--- src/rtl/uart_msg_arbiter.sv ---
// Round-robin arbiter that lets N_REQ emulator requesters share one UART transmitter.
// Each granted message is framed by a header byte (A0|id); a stalled message is aborted with FF.
module uart_msg_arbiter #(
    parameter int N_REQ       = 4,
    parameter int TIMEOUT_CYC = 1600
) (
    input  logic                 clk,
    input  logic                 reset_n,
    input  logic [N_REQ-1:0]     req_valid,
    input  logic [8*N_REQ-1:0]   req_data,
    input  logic [N_REQ-1:0]     req_last,
    output logic [N_REQ-1:0]     req_ready,
    output logic [7:0]           tx_data,
    output logic                 tx_valid,
    input  logic                 tx_ready,
    output logic [2:0]           grant_id,
    output logic                 busy,
    output logic                 timeout_pulse
);

    typedef enum logic [1:0] {
        ST_IDLE,
        ST_HDR,
        ST_DATA,
        ST_ABORT
    } state_t;

    localparam logic [15:0] STALL_LIMIT = 16'(TIMEOUT_CYC - 1);
    localparam logic [2:0]  LAST_IDX    = 3'(N_REQ - 1);

    state_t      r_state, w_state_nxt;
    logic [2:0]  r_rr_ptr, w_rr_ptr_nxt;
    logic [2:0]  r_grant, w_grant_nxt;
    logic [15:0] r_stall, w_stall_nxt;
    logic        r_timeout_pulse, w_timeout_nxt;

    logic        w_own_valid;
    logic        w_own_last;
    logic [7:0]  w_own_data;
    logic        w_found_hi, w_found_lo;
    logic [2:0]  w_pick_hi, w_pick_lo, w_pick;
    logic [2:0]  w_next_ptr;

    // Owner-side view of the request bus, selected by the current grant.
    always_comb begin
        w_own_valid = 1'b0;
        w_own_last  = 1'b0;
        w_own_data  = 8'h00;
        for (int i = 0; i < N_REQ; i++) begin
            if (r_grant == 3'(i)) begin
                w_own_valid = req_valid[i];
                w_own_last  = req_last[i];
                w_own_data  = req_data[8*i +: 8];
            end
        end
    end

    // Cyclic priority from rr_ptr: prefer the lowest valid index at or above the
    // pointer, otherwise wrap to the lowest valid index overall.
    always_comb begin
        w_found_hi = 1'b0;
        w_found_lo = 1'b0;
        w_pick_hi  = 3'd0;
        w_pick_lo  = 3'd0;
        for (int i = N_REQ - 1; i >= 0; i--) begin
            if (req_valid[i]) begin
                w_found_lo = 1'b1;
                w_pick_lo  = 3'(i);
                if (3'(i) >= r_rr_ptr) begin
                    w_found_hi = 1'b1;
                    w_pick_hi  = 3'(i);
                end
            end
        end
    end

    assign w_pick     = w_found_hi ? w_pick_hi : w_pick_lo;
    assign w_next_ptr = (r_grant == LAST_IDX) ? 3'd0 : r_grant + 3'd1;

    // NOTE: every output of this block gets a default before the case statement,
    // so no path leaves a signal unassigned and no latch is inferred.
    always_comb begin
        w_state_nxt   = r_state;
        w_rr_ptr_nxt  = r_rr_ptr;
        w_grant_nxt   = r_grant;
        w_stall_nxt   = r_stall;
        w_timeout_nxt = 1'b0;
        tx_valid      = 1'b0;
        tx_data       = 8'h00;
        req_ready     = '0;

        case (r_state)
            ST_IDLE: begin
                w_stall_nxt = 16'd0;
                if (w_found_lo) begin
                    w_grant_nxt = w_pick;
                    w_state_nxt = ST_HDR;
                end
            end

            ST_HDR: begin
                tx_valid = 1'b1;
                tx_data  = 8'hA0 | {5'd0, r_grant};
                if (tx_ready) begin
                    w_stall_nxt = 16'd0;
                    w_state_nxt = ST_DATA;
                end
            end

            ST_DATA: begin
                tx_valid = w_own_valid;
                tx_data  = w_own_data;
                for (int i = 0; i < N_REQ; i++) begin
                    req_ready[i] = tx_ready && (r_grant == 3'(i));
                end
                if (w_own_valid) begin
                    // Waiting on tx_ready is not a requester stall.
                    if (tx_ready) begin
                        w_stall_nxt = 16'd0;
                        if (w_own_last) begin
                            w_rr_ptr_nxt = w_next_ptr;
                            w_state_nxt  = ST_IDLE;
                        end
                    end
                end else if (r_stall == STALL_LIMIT) begin
                    w_timeout_nxt = 1'b1;
                    w_state_nxt   = ST_ABORT;
                end else begin
                    w_stall_nxt = r_stall + 16'd1;
                end
            end

            ST_ABORT: begin
                tx_valid = 1'b1;
                tx_data  = 8'hFF;
                if (tx_ready) begin
                    w_rr_ptr_nxt = w_next_ptr;
                    w_state_nxt  = ST_IDLE;
                end
            end

            default: w_state_nxt = ST_IDLE;
        endcase
    end

    // NOTE: state registers use non-blocking assignments so every flop samples
    // the pre-edge values regardless of process evaluation order.
    always_ff @(posedge clk or negedge reset_n) begin
        if (!reset_n) begin
            r_state         <= ST_IDLE;
            r_rr_ptr        <= 3'd0;
            r_grant         <= 3'd0;
            r_stall         <= 16'd0;
            r_timeout_pulse <= 1'b0;
        end else begin
            r_state         <= w_state_nxt;
            r_rr_ptr        <= w_rr_ptr_nxt;
            r_grant         <= w_grant_nxt;
            r_stall         <= w_stall_nxt;
            r_timeout_pulse <= w_timeout_nxt;
        end
    end

    assign grant_id      = r_grant;
    assign busy          = (r_state != ST_IDLE);
    assign timeout_pulse = r_timeout_pulse;

endmodule

--- config.mk ---
export PLATFORM = sky130hd
export DESIGN_NAME = uart_msg_arbiter
export DESIGN_NICKNAME = d
export VERILOG_FILES = /design/src/rtl/uart_msg_arbiter.sv
export SDC_FILE = /design/constraint.sdc
export NUM_CORES = 1
export LEC_CHECK = 0
export CORE_MARGIN = 2
export CORE_UTILIZATION = 30
export CTS_BUF_LIST = sky130_fd_sc_hd__clkbuf_4 sky130_fd_sc_hd__clkbuf_8 sky130_fd_sc_hd__clkbuf_16
export CTS_CLUSTER_DIAMETER = 80
export DETAILED_ROUTE_END_ITERATION = 6
export GPL_ROUTABILITY_DRIVEN = 0
export GPL_TIMING_DRIVEN = 1
export PLACE_DENSITY = 0.61
export SYNTH_ARGS = -nofsm -noshare
export SYNTH_HDL_FRONTEND = slang
export SYNTH_SLANG_ARGS = --single-unit
--- constraint.sdc ---
create_clock -name clk -period 2.7 [get_ports clk]
set_clock_uncertainty 0.05 [all_clocks]
set_input_delay 0.405 -clock clk [delete_from_list [all_inputs] [get_ports clk]]
set_output_delay 0.405 -clock clk [all_outputs]
set_load 0.005 [all_outputs]
### Yosys cells after proc, flatten, opt, wreduce, memory -nomap -nowiden

Index checks and enable logic that the tools add are counted.

* register bits: 25
* bits of input ports: 43
* output and inout port bits: 18
* logic and storage cells: 103

* $add $sub $neg: 2
* $lt $le $gt $ge: 4
* equal/unequal tests: 17
* muxes and demuxes: 61
* reductions and logical operators: 14

Operator list (count)
* 2-to-1 mux 16 bit: 3
* one-hot mux 16 bit (3 select lines): 1
* 2-to-1 mux 3 bit: 15
* 2-to-1 mux 8 bit: 4
* one-hot mux 8 bit (3 select lines): 1
* 2-to-1 mux 1 bit: 23
* 2-to-1 mux 2 bit: 10
* adder 16 x 1 -> 16 bit, second input constant: 1
* == test 16 x 11 -> 1 bit, second input constant: 1
* != test 2 bit, second input constant: 6
* != test 3 bit, second input constant: 4
* one-hot mux 2 bit (4 select lines): 1
* == test 3 x 2 -> 1 bit, second input constant: 2
* >= comparator 1 x 3 -> 1 bit, first input constant: 2
* >= comparator 2 x 3 -> 1 bit, first input constant: 2
* one-hot mux 3 bit (2 select lines): 1
* AND reduction 6 bit: 1
* AND reduction 5 bit: 1
* == test 2 bit, second input constant: 2
* logical AND 1 bit: 4
* 2-to-1 mux 4 bit: 1
* AND reduction 2 bit: 2
* nonzero test 2 bit: 2
* adder 3 x 1 -> 3 bit, second input constant: 1
* other kinds (7): 7

### Depth between registers and ports, before layout

* word-level depth: 10
* depth in mapped cells: 9

### Least setup slack after synthesis

No wires, ideal clock.

* path type: flip-flop to flip-flop
* start point: register r_grant[1] (netlist: grant_id[1])
* end point: register r_stall[15]
* library setup time: 126 ps
* data arrival time: 2009 ps
* slack: 515 ps
* stages on the path, launching flop included: 9
* buffers on the path: 1
* clock period less this slack: 2185 ps
* cell sequence: dfrtp_1 -> inv_1 -> ha_1 -> nand3b_1 -> a221o_1 -> buf_6 -> a31oi_4 -> o21ai_2 -> a221o_1

* word-level cells in the longest chain between the ends: 7
* elaborated cells on any way between the ends: 12
* classes of those cells: eq/ne (4); mux (6); reduce/logical (2)

RTL lines
* from (decl): line 33 `logic [2:0] r_grant, w_grant_nxt;`
* from (signal assigned): line 158 `r_grant <= w_grant_nxt;`
* logical NOT 3 bit: line 50 `if (r_grant == 3'(i)) begin`
* 2-to-1 mux 1 bit (3 in a row): line 50
* 2-to-1 mux 1 bit (*): line 50
* 2-to-1 mux 16 bit / != test 3 bit (equally long branches)
* one-hot mux 16 bit (3 select lines) / AND reduction 2 bit (equally long branches)
* to (signal assigned): line 159 `r_stall <= w_stall_nxt;`
* to (decl): line 34 `logic [15:0] r_stall, w_stall_nxt;`

Mark *: on every way between the ends. The rest lies on a longest branch, timed or not.
A chain may end at the register's enable or synchronous reset.

### Worst setup path after layout

* start point: register r_grant[1] (netlist: grant_id[1])
* end point: output port tx_valid

* word-level cells in the longest chain between the ends: 6
* elaborated cells on any way between the ends: 9
* classes of those cells: eq/ne (3); mux (5); reduce/logical (1)

RTL lines
* logical NOT 3 bit: line 50
* 2-to-1 mux 1 bit (3 in a row): line 50
* 2-to-1 mux 1 bit (*): line 50
* one-hot mux 1 bit (2 select lines) (*): line 92 `case (r_state)`
* to (decl): line 14 `output logic tx_valid,`

Marked as above.

==> flow_summary_export.csv <==
group,metric,value,unit
cts,clk_pin_slew_worst_paths,0.09,ns
sta,fin_ws,-0.00392,ns
cts,worst_skew_pair.late_latency,0.27,ns
synthesis,syn_nets,316,
synthesis,syn_inst,264,
place,dp_hpwl,4.98,mm
die,io_pins,61,
place,place_inst,403,
final_layout,layout.cells.most_common,"clkdlybuf4s50_1",
final_layout,utilization,0.451,
die,fp.coreArea,0.00676,mm2
final_layout,drive_above_1_share,0.163,
sta,max_clock_freq,0.370,GHz
status,violations,"setup timing",
power_and_ir_drop,powerDensity,863,mW/mm2
grt,grt_pass1_vias,2240,
setup_path,cp_max_fo,4,
worst_hold_path,min_path_type,"in2async",
die,die_h,87.4,um
sta,worst_pin_slew,0.697,ns
synthesis,ys_ff_latch,23,
grt,grt_use_total,0.178,
run,maxCapViolations,0,
synthesis,avgSynthCellArea,7.90,um2
final_layout,antenna_cells,0,
sta,hold_slack,0.423,ns
synthesis,syn_area,0.00209,mm2
sta,fin_crit,2.70,ns
final_layout,instances_no_fill,417,
cts,cts_tree,"done",
power_and_ir_drop,total_power,2.63,mW
synthesis,synth_warnings,0,
power_and_ir_drop,vdd_drop_max,348,uV
final_layout,final_cell_mix,"51 x clkdlybuf4s50_1, 27 x nand2_1, 26 x buf_4, 23 x a21oi_1, 21 x dfrtp_1",
grt,grt_max_degree,24,
sta,hold_viol_final,0,
cts,cts_buffer_depth,2,
synthesis,ys_seq_area_frac,0.276,
routing,drc_errors,0,
sta,finalSetupViolations,1,
sta,rsz0062_at_grt,"yes",
sta,finalSetupTns,-0.00392,ns
cts,cts_buffers,3,
synthesis,ys_types,53,
cts,clock_sinks,23,
setup_path,critical_path_class,"reg2out",
die,die_w,87.4,um
die,die_area,0.00764,mm2
routing,via_count,2323,
cts,postCtsHoldBufs,0,
cts,root_buffer,"clkbuf_8",
place,io_buffers,59,
power_and_ir_drop,cellLeakagePower,1.32,nW
routing,drt_first_pass_iters,5,
setup_path,worstPathRequired,2.25,ns
synthesis,synth_top_flop_cell,"dfrtp_1",
grt,antenna_found_initial,0,
final_layout,nNetsFinal,390,
die,num_rows,30,
sta,slew_viol_final,0,
die,start_util,0.309,
place,placed_cell_area,0.00283,mm2
final_layout,fin_area,0.00305,mm2
routing,ant_nets,0,
synthesis,synth_edf_count,0,
grt,gr-total-overflow,0,
grt,grt_pass1_wl,11.0,mm
routing,drt-initial-drc-count,157,
place,dp_slack,0.0778,ns
sta,fin_crit_sh,1.00,
final_layout,syn2layout_area_growth,46.0,%
synthesis,async_flop_share,1.00,
setup_path,end_kind,"output port",
sta,slew_headroom,0.532,
routing,wl_per_cell,16.0,um
cts,htree_levels,1,
status,status,"finished, violations left",
routing,via_per_inst,5.57,
routing,drt_wl_total,6.67,mm
setup_path,start_kind,"register",
setup_path,crit_arrival,2.25,ns
==> per-layer routing <==
metal / GRT usage / vias up / share of wire
met5: 0 / - / 0
met4: 0.0420 / 0 / 0.015
met3: 0.0180 / 10 / 0.031
met2: 0.315 / 56 / 0.52
met1: 0.232 / 1116 / 0.44
li1: - / 1141 / -
==> registers in the layout (all words and copies together), names as in the netlist <==
signal,flops
r_stall,16
grant_id,2
r_rr_ptr,2
r_state,2
timeout_pulse,1
==> area by class of cell <==
cell class	instances	area, um2
Clock buffer	3	41.3
Clock inverter	1	5.00
Fill cell	680	3710
Inverter	9	33.8
Multi-Input combinational cell	214	1470
Sequential cell	23	578
Tap cell	80	100
Timing Repair Buffer	87	821
==> cell families (layout without fill, tap and decap cells) <==
family | Yosys count | after routing | share of synthesized area
compound gates | 90 | 90 | 0.297
fa+ha+maj | 9 | 9 | 0.0540
buf+inv | 27 | 100 | 0.0570
flops | 23 | 23 | 0.276
mux | 7 | 7 | 0.0360
other cells | 1 | 1 | 0.00180
simple gates | 107 | 107 | 0.278
==> what timing repair did <==
item | in CTS | in global routing
setup buffers | 5 | 5
gates cloned | 0 | 0
pin swaps | 1 | 3
resized for setup | 19 | 11
endpoints found under the setup margin | 9 | 6
==> synth_stat cells, types with 3 or more instances <==
library cell,number,area share
mux2i_1,3,0.014
a21boi_0,4,0.014
and2_1,4,0.012
o21ai_0,17,0.041
nand2_1,27,0.049
nand4_1,3,0.0090
a31oi_1,5,0.015
buf_2,5,0.012
ha_1,9,0.054
clkbuf_1,11,0.020
mux2_2,4,0.022
and3_1,9,0.027
a21oi_1,24,0.058
inv_1,9,0.016
nor2_1,15,0.027
a211oi_1,4,0.014
and4_1,3,0.013
o211ai_1,3,0.011
and3b_1,8,0.034
nor2b_1,6,0.018
a221oi_1,9,0.038
nor4_1,3,0.0090
dfrtp_1,23,0.28
nor3_1,5,0.012
a41oi_1,3,0.013
nand3_1,15,0.036
a221o_1,3,0.014
==> power breakdown <==
group          total [mW]  switching [mW]  internal [mW]
Combinational        1.93            1.00          0.931
Clock               0.224           0.120          0.103
Sequential          0.469          0.0720          0.397
==> critical path, stage by stage (launching register included) <==
cell	delay, ns
dfrtp_1	0.41
buf_4	0.17
ha_2	0.22
nor3b_2	0.18
a221oi_2	0.24
a211oi_1	0.12
nor2_1	0.12
clkdlybuf4s50_1	0.52
==> final timing paths <==
kind / startpoint / to / slack (ns) / cells past startpoint
min: reset_n / r_stall[8]$_DFFE_PN0P_ / 0.42 / 2
max in group asynchronous: reset_n / r_state[0]$_DFFE_PN0P_ / 1.92 / 2
min in group clk: r_stall[2]$_DFFE_PN0P_ / r_stall[2]$_DFFE_PN0P_ / 0.50 / 1
max: grant_id[1]$_DFFE_PN0P_ / tx_valid / -0.004 / 7
max reg2reg: grant_id[0]$_DFFE_PN0P_ / r_state[0]$_DFFE_PN0P_ / 0.39 / 8
min reg2reg: r_stall[2]$_DFFE_PN0P_ / r_stall[2]$_DFFE_PN0P_ / 0.50 / 1
(Power assumes the default switching activity.)
